File: src/rtl/dsp_arb_pkg.sv
// Shared definitions for the dual-DSP failover arbiter: FSM states and
// default timing constants for the 30 MHz board clock.
package dsp_arb_pkg;

  localparam int STATE_W = 3;

  typedef enum logic [STATE_W-1:0] {
    ST_START  = 3'd0,
    ST_A      = 3'd1,
    ST_B      = 3'd2,
    ST_HOLD_A = 3'd3,
    ST_HOLD_B = 3'd4,
    ST_NONE   = 3'd5
  } state_t;

  localparam int CRAZY_TIME_DEFAULT = 45000;
  localparam int START_TIME_DEFAULT = 30000;
  localparam int HOLDOFF_DEFAULT    = 3000;

endpackage

File: src/rtl/dsp_failover_arbiter_if.sv
// Heartbeat/force inputs and grant/status outputs of the failover arbiter.
interface dsp_failover_arbiter_if;
  import dsp_arb_pkg::*;

  logic               iHeartA;
  logic               iHeartB;
  logic               iForceA;
  logic               oGrantA;
  logic               oGrantB;
  logic               oFaultA;
  logic               oFaultB;
  logic [STATE_W-1:0] oState;
  logic [7:0]         oSwitchCnt;

  modport master (
    output iHeartA, iHeartB, iForceA,
    input  oGrantA, oGrantB, oFaultA, oFaultB, oState, oSwitchCnt
  );

  modport slave (
    input  iHeartA, iHeartB, iForceA,
    output oGrantA, oGrantB, oFaultA, oFaultB, oState, oSwitchCnt
  );

endinterface

File: src/rtl/dsp_heartbeat_mon.sv
// Watches one DSP heartbeat: synchronizes it, times the gap since the last
// level change and flags a fault once the gap reaches CRAZY_TIME.
module dsp_heartbeat_mon
  import dsp_arb_pkg::*;
#(
  parameter int CRAZY_TIME = CRAZY_TIME_DEFAULT
) (
  input  logic iClk,
  input  logic iRst_n,
  input  logic iHeart,
  input  logic iStartDone,
  output logic oFault
);

  localparam int CW = $clog2(CRAZY_TIME + 1);
  localparam logic [CW-1:0] CNT_MAX = CW'(CRAZY_TIME);

  logic          sync_q1;
  logic          sync_q2;
  logic [CW-1:0] gap_cnt;
  logic          edge_seen;

  assign edge_seen = sync_q1 ^ sync_q2;

  // The gap counter parks at CNT_MAX, so the fault stays up until the next edge.
  always_ff @(posedge iClk or negedge iRst_n) begin
    if (!iRst_n) begin
      sync_q1 <= 1'b0;
      sync_q2 <= 1'b0;
      gap_cnt <= '0;
      oFault  <= 1'b0;
    end else begin
      sync_q1 <= iHeart;
      sync_q2 <= sync_q1;
      if (edge_seen) begin
        gap_cnt <= '0;
        oFault  <= 1'b0;
      end else begin
        if (gap_cnt != CNT_MAX) gap_cnt <= gap_cnt + 1'b1;
        oFault <= (gap_cnt == CNT_MAX) && iStartDone;
      end
    end
  end

endmodule

File: src/rtl/dsp_failover_arbiter.sv
// Grants the shared dual-port RAM to one healthy DSP and fails over to the
// other after a break-before-make dead time when the owner's heartbeat stops.
module dsp_failover_arbiter
  import dsp_arb_pkg::*;
#(
  parameter int CRAZY_TIME = CRAZY_TIME_DEFAULT,
  parameter int START_TIME = START_TIME_DEFAULT,
  parameter int HOLDOFF    = HOLDOFF_DEFAULT
) (
  input  logic                   iClk,
  input  logic                   iRst_n,
  dsp_failover_arbiter_if.slave  bus
);

  localparam int SW = $clog2(START_TIME + 1);
  localparam int HW = $clog2(HOLDOFF + 1);
  localparam logic [SW-1:0] START_MAX  = SW'(START_TIME);
  localparam logic [SW-1:0] START_PREV = SW'(START_TIME - 1);
  localparam logic [HW-1:0] HOLD_LAST  = HW'(HOLDOFF - 1);

  state_t        state;
  state_t        next_state;
  logic [SW-1:0] start_cnt;
  logic          start_done;
  logic [HW-1:0] hold_cnt;
  logic          hold_done;
  logic          in_hold;
  logic          switch_done;
  logic          fault_a;
  logic          fault_b;
  logic          grant_a;
  logic          grant_b;
  logic [7:0]    switch_cnt;

  assign start_done = (start_cnt == START_MAX);
  assign in_hold    = (state == ST_HOLD_A) || (state == ST_HOLD_B);

  dsp_heartbeat_mon #(.CRAZY_TIME(CRAZY_TIME)) u_mon_a (
    .iClk       (iClk),
    .iRst_n     (iRst_n),
    .iHeart     (bus.iHeartA),
    .iStartDone (start_done),
    .oFault     (fault_a)
  );

  dsp_heartbeat_mon #(.CRAZY_TIME(CRAZY_TIME)) u_mon_b (
    .iClk       (iClk),
    .iRst_n     (iRst_n),
    .iHeart     (bus.iHeartB),
    .iStartDone (start_done),
    .oFault     (fault_b)
  );

  always_ff @(posedge iClk or negedge iRst_n) begin
    if (!iRst_n) begin
      start_cnt <= '0;
    end else if (!start_done) begin
      start_cnt <= start_cnt + 1'b1;
    end
  end

  // hold_done lands one cycle after the count tops out, giving HOLDOFF+1 dead cycles.
  always_ff @(posedge iClk or negedge iRst_n) begin
    if (!iRst_n) begin
      hold_cnt  <= '0;
      hold_done <= 1'b0;
    end else if (in_hold) begin
      if (hold_cnt == HOLD_LAST) hold_done <= 1'b1;
      else                       hold_cnt  <= hold_cnt + 1'b1;
    end else begin
      hold_cnt  <= '0;
      hold_done <= 1'b0;
    end
  end

  always_comb begin
    next_state  = state;
    switch_done = 1'b0;
    case (state)
      ST_START:
        if (start_cnt == START_PREV) next_state = ST_A;
      ST_A:
        if (fault_a && fault_b) next_state = ST_NONE;
        else if (fault_a)       next_state = ST_HOLD_B;
      ST_B:
        if (fault_b && fault_a)           next_state = ST_NONE;
        else if (fault_b)                 next_state = ST_HOLD_A;
        else if (bus.iForceA && !fault_a) next_state = ST_HOLD_A;
      ST_HOLD_A:
        if (hold_done) begin
          if (fault_a) begin
            next_state = ST_NONE;
          end else begin
            next_state  = ST_A;
            switch_done = 1'b1;
          end
        end
      ST_HOLD_B:
        if (hold_done) begin
          if (fault_b) begin
            next_state = ST_NONE;
          end else begin
            next_state  = ST_B;
            switch_done = 1'b1;
          end
        end
      ST_NONE:
        if (!fault_a)      next_state = ST_HOLD_A;
        else if (!fault_b) next_state = ST_HOLD_B;
      default:
        next_state = ST_START;
    endcase
  end

  // Grants are decoded from the single next state, so they can never overlap.
  always_ff @(posedge iClk or negedge iRst_n) begin
    if (!iRst_n) begin
      state      <= ST_START;
      grant_a    <= 1'b0;
      grant_b    <= 1'b0;
      switch_cnt <= '0;
    end else begin
      state   <= next_state;
      grant_a <= (next_state == ST_A);
      grant_b <= (next_state == ST_B);
      if (switch_done && (switch_cnt != 8'hFF)) switch_cnt <= switch_cnt + 1'b1;
    end
  end

  assign bus.oGrantA    = grant_a;
  assign bus.oGrantB    = grant_b;
  assign bus.oFaultA    = fault_a;
  assign bus.oFaultB    = fault_b;
  assign bus.oState     = state;
  assign bus.oSwitchCnt = switch_cnt;

endmodule

File: src/flat_wrapper.sv
// flat-port wrapper written by rule: the top's interface ports become plain ports
module dsp_failover_arbiter_flat import dsp_arb_pkg::*;
#(
  parameter int CRAZY_TIME = CRAZY_TIME_DEFAULT,
  parameter int START_TIME = START_TIME_DEFAULT,
  parameter int HOLDOFF    = HOLDOFF_DEFAULT
)
  (iClk, iRst_n, bus_iHeartA, bus_iHeartB, bus_iForceA, bus_oGrantA, bus_oGrantB, bus_oFaultA, bus_oFaultB, bus_oState, bus_oSwitchCnt);
  dsp_failover_arbiter_if bus_i ();
  input  logic iClk;
  input  logic iRst_n;
  input wire logic [$bits(bus_i.iHeartA)-1:0] bus_iHeartA;
  input wire logic [$bits(bus_i.iHeartB)-1:0] bus_iHeartB;
  input wire logic [$bits(bus_i.iForceA)-1:0] bus_iForceA;
  output wire logic [$bits(bus_i.oGrantA)-1:0] bus_oGrantA;
  output wire logic [$bits(bus_i.oGrantB)-1:0] bus_oGrantB;
  output wire logic [$bits(bus_i.oFaultA)-1:0] bus_oFaultA;
  output wire logic [$bits(bus_i.oFaultB)-1:0] bus_oFaultB;
  output wire logic [$bits(bus_i.oState)-1:0] bus_oState;
  output wire logic [$bits(bus_i.oSwitchCnt)-1:0] bus_oSwitchCnt;
  assign bus_i.iHeartA = bus_iHeartA;
  assign bus_i.iHeartB = bus_iHeartB;
  assign bus_i.iForceA = bus_iForceA;
  assign bus_oGrantA = bus_i.oGrantA;
  assign bus_oGrantB = bus_i.oGrantB;
  assign bus_oFaultA = bus_i.oFaultA;
  assign bus_oFaultB = bus_i.oFaultB;
  assign bus_oState = bus_i.oState;
  assign bus_oSwitchCnt = bus_i.oSwitchCnt;
  dsp_failover_arbiter #(.CRAZY_TIME(CRAZY_TIME), .START_TIME(START_TIME), .HOLDOFF(HOLDOFF)) u_core (.iClk(iClk), .iRst_n(iRst_n), .bus(bus_i));
endmodule
File: config.mk
export PLATFORM = sky130hd
export DESIGN_NAME = dsp_failover_arbiter_flat
export DESIGN_NICKNAME = d
export VERILOG_FILES = /design/src/rtl/dsp_arb_pkg.sv /design/src/rtl/dsp_failover_arbiter_if.sv /design/src/rtl/dsp_heartbeat_mon.sv /design/src/rtl/dsp_failover_arbiter.sv /design/src/flat_wrapper.sv
export SDC_FILE = /design/constraint.sdc
export NUM_CORES = 1
export LEC_CHECK = 0
export ABC_AREA = 1
export BUFFER_PORTS_ARGS = -buffer_cell sky130_fd_sc_hd__buf_2
export CELL_PAD_IN_SITES_DETAIL_PLACEMENT = 1
export CELL_PAD_IN_SITES_GLOBAL_PLACEMENT = 2
export CORE_MARGIN = 2
export CORE_UTILIZATION = 39
export DETAILED_ROUTE_END_ITERATION = 16
export GPL_TIMING_DRIVEN = 0
export PLACE_DENSITY_LB_ADDON = 0.3
export SLEW_MARGIN = 20
export SYNTH_ARGS = -nofsm -noshare
export SYNTH_HDL_FRONTEND = slang
export SYNTH_SLANG_ARGS = --single-unit
export TNS_END_PERCENT = 10
File: constraint.sdc
create_clock -name iClk -period 4.38 [get_ports iClk]
set_clock_uncertainty 0.15 [all_clocks]
set_input_delay 0.219 -clock iClk [delete_from_list [all_inputs] [get_ports iClk]]
set_output_delay 0.219 -clock iClk [all_outputs]
set_load 0.01 [all_outputs]
==> results of run 1 <==
==> flip-flops by register name, summed over array words and instances, names as in the netlist, 3 cells and up <==
name                    count
u_core.u_mon_b.gap_cnt     16
u_core.hold_cnt            12
u_core.u_mon_a.gap_cnt     16
u_core.bus.oState           3
u_core.start_cnt           15
u_core.bus.oSwitchCnt       8
==> cells by family (layout without fill, tap and decap cells) <==
kind of cell | after synthesis | count (layout)
buffers and inverters | 76 | 114
DFF | 79 | 79
and+or+nand+nor | 328 | 328
xor gates and xnor gates | 27 | 27
AOI/OAI and AO/OA | 45 | 45
adders and majority gates | 8 | 8
==> layer usage <==
layer / wire length (microns) / vias up / track usage (%)
met4: 120 / 0 / 5.77
met3: 207 / 10 / 3.71
met2: 5060 / 27 / 32.5
met1: 4750 / 1827 / 24.7
met5: 0 / - / 0
li1: - / 1865 / -
==> area by class of cell <==
| type | instances | area, sq um | area share [%] |
|---|---|---|---|
| plain buffers | 3 | 17.5 | 0.360 |
| clock buffers | 12 | 155 | 3.19 |
| clock inverters | 3 | 90.1 | 1.85 |
| inverters | 73 | 274 | 5.64 |
| multi-input cells | 408 | 2020 | 41.5 |
| flip-flops and latches | 79 | 1980 | 40.7 |
| well taps | 140 | 175 | 3.60 |
| repair buffers | 23 | 155 | 3.19 |
==> per-stage QoR <==
| stage | hold slack [ns] | area, sq um |
|---|---|---|
| after global placement | 0.180 | 4560 |
| after CTS | 0.183 | 4860 |
| after floorplan | -0.227 | 4290 |
| after global routing | 0.198 | 4860 |
| final | 0.181 | 4860 |
| after detailed placement | 0.0335 | 4590 |
==> synth_stat cells <==
cell type	n	area, sq um
sky130_fd_sc_hd__o21bai_1	2	15.0
sky130_fd_sc_hd__nor3b_1	1	7.51
sky130_fd_sc_hd__nor3_1	18	90.1
sky130_fd_sc_hd__buf_4	1	7.51
sky130_fd_sc_hd__nand4_1	16	100
sky130_fd_sc_hd__and2_1	1	6.26
sky130_fd_sc_hd__buf_2	2	10.0
sky130_fd_sc_hd__inv_2	4	15.0
sky130_fd_sc_hd__xor2_1	18	158
sky130_fd_sc_hd__nand2_2	3	18.8
sky130_fd_sc_hd__nand3_2	1	10.0
sky130_fd_sc_hd__nand2_1	143	537
sky130_fd_sc_hd__dfrtp_1	79	1980
sky130_fd_sc_hd__ha_1	8	100
sky130_fd_sc_hd__inv_1	68	255
sky130_fd_sc_hd__nand2_4	1	11.3
sky130_fd_sc_hd__a21oi_1	18	90.1
sky130_fd_sc_hd__o21a_1	1	7.51
sky130_fd_sc_hd__nor2_8	1	20.0
sky130_fd_sc_hd__xnor2_1	9	78.8
sky130_fd_sc_hd__nor2_2	3	18.8
sky130_fd_sc_hd__nor2_1	80	300
sky130_fd_sc_hd__o21ai_0	23	115
sky130_fd_sc_hd__nand3_4	1	17.5
sky130_fd_sc_hd__nand3b_1	1	7.51
sky130_fd_sc_hd__nor3_2	1	10.0
sky130_fd_sc_hd__a31oi_1	1	6.26
sky130_fd_sc_hd__clkinv_1	1	3.75
sky130_fd_sc_hd__nand3_1	56	280
sky130_fd_sc_hd__nor2_4	1	11.3
==> power by group through the flow <==
stage / Combinational [mW] / Sequential, mW / Clock, mW
2_1_floorplan: 0.0373 / 0.763 / 0
3_3_place_gp: 0.0653 / 0.766 / 0
3_5_place_dp: 0.0707 / 0.766 / 0
4_1_cts: 0.0733 / 0.751 / 0.707
5_1_grt: 0.0833 / 0.754 / 0.738
6_report: 0.0699 / 0.752 / 0.685
==> worst min-delay path by stage <==
| stage | endpoint | cells after the start |
|---|---|---|
| final | u_core.bus.oSwitchCnt[5] | 2 |
| after global routing | u_core.bus.oSwitchCnt[5] | 2 |
| after CTS | u_core.bus.oSwitchCnt[5] | 2 |
| after detailed placement | u_core.bus.oSwitchCnt[5] | 1 |
| after global placement | u_core.u_mon_b.sync_q1 | 1 |
| after floorplan | u_core.bus.oGrantA | 0 |
==> critical path, delay by kind of cell, from the launching register on <==
family	cells	cell delay, ns
simple gates	6	0.88
flops	1	0.43
fa+ha+maj	1	0.22
==> run metrics, run 1 <==
number of fillers in the final layout 1357; Static Leak 2.26 nW; Setup WS post-layout 2.63 ns; worst r2r path cells 7; fraction of layout cells with a size suffix above 1 8.82%; largest net degree at the start of global routing 52; distinct cell type count after synthesis 30; TritonCTS clock tree done; Setup crit start kind flip-flop; buffers inserted by post-CTS timing repair 0; total of hold buffers inserted after clock tree synthesis 3; count of placed standard cells in the final layout, fillers left out 741; vias per cell 5.03; CP arrival 1.91 ns; dominant combinational cell family by area after synthesis simple AND/OR/NAND/NOR gates; number of buffers created by CTS 9; slowest CP cell sky130_fd_sc_hd__dfrtp_1; # diodes 0; setup repair after global routing missed its margin no; Routed Antenna Nets 0; global route total overflow 0; DIE AREA 11800 sq um; total of max-cap violations 0; Resized Gates After CTS 0; initial DRC count 123; crit-path most repeated cell sky130_fd_sc_hd__nand2_1; r2r setup slk 2.63 ns; endpoint kind of the worst setup timing path flip-flop; top library cells by usage in the layout, fill and taps aside 143 x sky130_fd_sc_hd__nand2_1, 80 x sky130_fd_sc_hd__nor2_1, 79 x sky130_fd_sc_hd__dfrtp_1, 68 x sky130_fd_sc_hd__inv_1, 56 x sky130_fd_sc_hd__nand3_1; ports placed on the boundary 20; via count of the first global-routing pass 3898; crit path cell chain ha_1, nand3_1, nor2_2, nand3_2, nand3_4, nand2_1, nand2_1; peak clock frequency supported by timing 571 MHz; Worst setup startpoint u_core.bus.oSwitchCnt[0]; via total after detailed routing 3729; required time reported for the critical path endpoint 4.53 ns; Final Hold Violating Endpoints 0; Synth Area in Simple Gates 33.8%; type of the worst min-delay path input pin to async pin; Port Buf Inserts 19; number of pins exceeding their max-slew limit in the final report 0; Post-Synthesis Mean Instance Area 7.61 sq um; most common cell after layout, fill and taps aside sky130_fd_sc_hd__nand2_1; cell count after placement 723; worst slew margin relative to its limit 72.1%; setup violators final 0; actual transition at the worst max-transition pin 0.418 ns; Net Count, Synth 576; half-perimeter wire length after placement 7.55 mm; Synth-to-Final Area Change 13.4%; fraction of power consumed by the clock network 45.5%; minimum setup slack after placement 2.63 ns; highest net fanout along the worst path 9; setup tns final 0 ns; Die Ht 109 microns; share of total power in sequential cells 49.9%; number of placement rows 38; Period Utilization, post-route 40.0%; CTS clock-pin slew for the worst setup and hold paths 0.09 ns; final core utilization 45.0%; startpoint of the worst-slack reg-to-reg timing path u_core.bus.oSwitchCnt[0]; wire length of the first global-routing pass 17.9 mm; die extent in x 109 microns; cell area after synthesis 4290 sq um; category of the most critical setup path flip-flop to flip-flop; P per Cell Area 310 nW/um^2; endpoint of the worst-slack reg-to-reg timing path u_core.bus.oSwitchCnt[0]; Yosys reg bits 79; sequential cell area fraction in the yosys report 46.1%; Num Clock Sinks 79; switching part of the total power 22.4%; final routed DRC violation total 0; clock latency on the worst-skew pair 0.36 ns; effective utilization at floorplan 39.7%; initial antenna violation count 0; post-synthesis compound-gate area fraction 5.46%; detailed-router iteration count before antenna repair 4; multiplexer fraction of the synthesized cell area 0%; status finished clean; final total power 1.51 mW; Syn Inst Count 563; xor and xnor area share after synthesis 5.52%; area inside the core boundary 10800 sq um; Internal 1.17 mW; count of nets after finishing 610; clock root cell sky130_fd_sc_hd__clkbuf_8; NetSw 0.337 mW; maximum vdd drop 0.000177 V; H-tree Lvls 3; Worst Setup EP u_core.bus.oSwitchCnt[0]; number of buffers between clock root and the deepest sink 2; maximum single-stage delay on the critical path 0.43 ns; Adder-Cell Fraction of Synth Area 2.34%; warning count from the yosys run 0; sum of routed wire length over all layers 10.1 mm; minimum clock period 1.75 ns; combinational fraction of design power 4.6%; average wire per standard cell 13.7 microns; aggregate global-route resource usage 19.1%; final weighted congestion of routability-driven global placement 0.793
No activity file was read; power rests on OpenSTA's default activity.
==> run 2, diff against run 1 <==
Settings changed: CORE_UTILIZATION 39 to 33.
Clock period 4.38 ns to 1.5 ns, I/O delays scaled along.
==> run metrics, run 2 (synthesis gave the netlist of run 1 again) <==
status finished clean; # diodes 0 (unchanged); area inside the core boundary 12700 sq um (+17%); endpoint kind of the worst setup timing path flip-flop; largest registers u_core.u_mon_a.gap_cnt x16, u_core.u_mon_b.gap_cnt x16, u_core.start_cnt x15; number of pins exceeding their max-slew limit in the final report 0 (unchanged); via total after detailed routing 3834 (+2.8%); routed wl met3 205 microns (-0.97%); CP arrival 1.56 ns (-0.35 ns); detailed-routing wirelength on met1 5.04 mm (+6.1%); maximum single-stage delay on the critical path 0.41 ns (-0.02 ns); global route total overflow 0 (unchanged); total of max-cap violations 0 (unchanged); WL met2 5.25 mm (+3.6%); CTS clock-pin slew for the worst setup and hold paths 0.06 ns (-0.03 ns); Final Hold Violating Endpoints 0 (unchanged); setup tns final 0 ns (unchanged); TritonCTS clock tree done; category of the most critical setup path flip-flop to flip-flop; effective utilization at floorplan 33.8% (-5.9 points); H-tree Lvls 3 (unchanged); CP bufs+invs 1 (+1); number of buffers between clock root and the deepest sink 2 (unchanged); area of combinational cells with multiple inputs 2250 sq um (+11%); Period Utilization, post-route 99.2% (+59 points); aggregate global-route resource usage 16.0% (-3.1 points); largest net degree at the start of global routing 43 (-17%); final weighted congestion of routability-driven global placement 0.776 (-2.1%); half-perimeter wire length after placement 7.61 mm (+0.81%); worst slew margin relative to its limit 61.5% (-11 points); initial DRC count 140 (+14%); ports placed on the boundary 20 (unchanged); setup violators final 0 (unchanged); P per Cell Area 838 nW/um^2 (+170%); Routed Antenna Nets 0 (unchanged); Setup crit start kind flip-flop; count of nets after finishing 628 (+3.0%); Final Hold Slack 0.132 ns (-0.0491 ns); average wire per standard cell 13.5 microns (-1.5%); top library cells by usage in the layout, fill and taps aside 136 x sky130_fd_sc_hd__nand2_1, 67 x sky130_fd_sc_hd__nor2_1, 65 x sky130_fd_sc_hd__dfrtp_1, 64 x sky130_fd_sc_hd__inv_1, 48 x sky130_fd_sc_hd__nand3_1; DIE AREA 13900 sq um (+17%); detailed-router iteration count before antenna repair 4 (unchanged); Synth-to-Final Area Change 23.6%; die extent in x 118 microns (+8.4%); initial antenna violation count 0 (unchanged); highest net fanout along the worst path 4 (-5); wire length of the first global-routing pass 18.4 mm (+2.7%); maximum vdd drop 0.000540 V (+210%); setup repair after global routing missed its margin yes; final routed DRC violation total 0 (unchanged); type of the worst min-delay path input pin to async pin; Register Area 1990 sq um (+0.89%); family with the most delay on the worst path flip-flops; actual transition at the worst max-transition pin 0.578 ns (+0.159 ns); Static Leak 2.37 nW (+4.9%); Die Ht 118 microns (+8.4%); peak clock frequency supported by timing 672 MHz (+18%); minimum clock period 1.49 ns (-0.264 ns); clock root cell sky130_fd_sc_hd__clkbuf_16; crit path cell chain ha_2, nand3_2, nor2_4, buf_4, nand3_1, nand2_1, a21oi_1; via count of the first global-routing pass 3901 (+0.077%); most common cell after layout, fill and taps aside sky130_fd_sc_hd__nand2_1; number of buffers created by CTS 9 (unchanged); number of fillers in the final layout 1562 (+15%); Port Buf Inserts 19 (unchanged); Num Clock Sinks 79 (unchanged); clock latency on the worst-skew pair 0.34 ns (-0.02 ns); vias per cell 4.85 (-3.7%); slowest CP cell sky130_fd_sc_hd__dfrtp_1; number of placement rows 41 (+7.9%); highest metal layer with signal wires met4; required time reported for the critical path endpoint 1.57 ns (-2.96 ns); sum of routed wire length over all layers 10.7 mm (+5.1%); fraction of layout cells with a size suffix above 1 20.7% (+12 points)
==> run 2: timing repair <==
item	4_1_cts	5_1_grt
endpoints found under the hold margin	43	0
cloned	1	0
setup endpoints to repair	35	58
buffers inserted	8	9
pin swaps	3	11
resized for setup	30	48
hold buffers	3	0
==> run 2: final timing paths <==
kind / to / from / slack (ns) / cells past startpoint
min reg2reg: u_core.u_mon_a.sync_q2 / u_core.u_mon_a.sync_q1 / 0.24 / 0
max: u_core.u_mon_a.gap_cnt[14] / u_core.u_mon_a.gap_cnt[1] / 0.01 / 7
min in group iClk: u_core.bus.oState[0] / bus_iForceA / 0.17 / 7
max reg2reg: u_core.u_mon_a.gap_cnt[14] / u_core.u_mon_a.gap_cnt[1] / 0.01 / 7
min: u_core.bus.oSwitchCnt[7] / iRst_n / 0.13 / 2
max in group asynchronous: u_core.u_mon_b.gap_cnt[0] / iRst_n / 0.44 / 3
==> run 2: report_power, final <==
part / switching (mW) / leakage, nW / internal (mW) / total (mW)
combinational: 0.148 / 1.20 / 0.0868 / 0.235
sequential: 0.0454 / 1.04 / 2.17 / 2.21
clock: 0.843 / 0.131 / 1.15 / 1.99
total: 1.04 / 2.37 / 3.40 / 4.44
==> run 2: area by class of cell <==
type / count / area share [%]
Clock buffer: 11 / 4.58
Multi-Input combinational cell: 409 / 42.5
Timing Repair Buffer: 40 / 5.20
Tap cell: 172 / 4.06
Buffer: 3 / 0.425
Clock inverter: 4 / 0.425
Inverter: 73 / 5.17
Sequential cell: 79 / 37.7
==> run 2: worst reg2reg max path, stage by stage, from the launching register on <==
cell,delay [ns]
sky130_fd_sc_hd__dfrtp_1,0.41
sky130_fd_sc_hd__ha_2,0.24
sky130_fd_sc_hd__nand3_2,0.10
sky130_fd_sc_hd__nor2_4,0.14
sky130_fd_sc_hd__buf_4,0.14
sky130_fd_sc_hd__nand3_1,0.07
sky130_fd_sc_hd__nand2_1,0.06
sky130_fd_sc_hd__a21oi_1,0.06
==> run 2: stage by stage <==
step                util [%]  instance area (sq um)  cells  total power, mW  setup slack [ns]
floorplan                  -                   4290    563             2.34          0.000191
global placement        36.3                   4600    754             2.43            -0.527
detailed placement      36.5                   4630    755             2.45            -0.253
CTS                     40.2                   5090    782             4.48           -0.0557
global route            41.8                   5300    791             4.64           -0.0992
finish                  41.8                   5300    791             4.44            0.0116
==> run 2: per-layer routing <==
layer | up-vias | GRT usage, %
li1 | 1904 | -
met1 | 1888 | 21.0
met2 | 30 | 26.9
met3 | 12 | 2.42
met4 | 0 | 5.65
met5 | - | 0
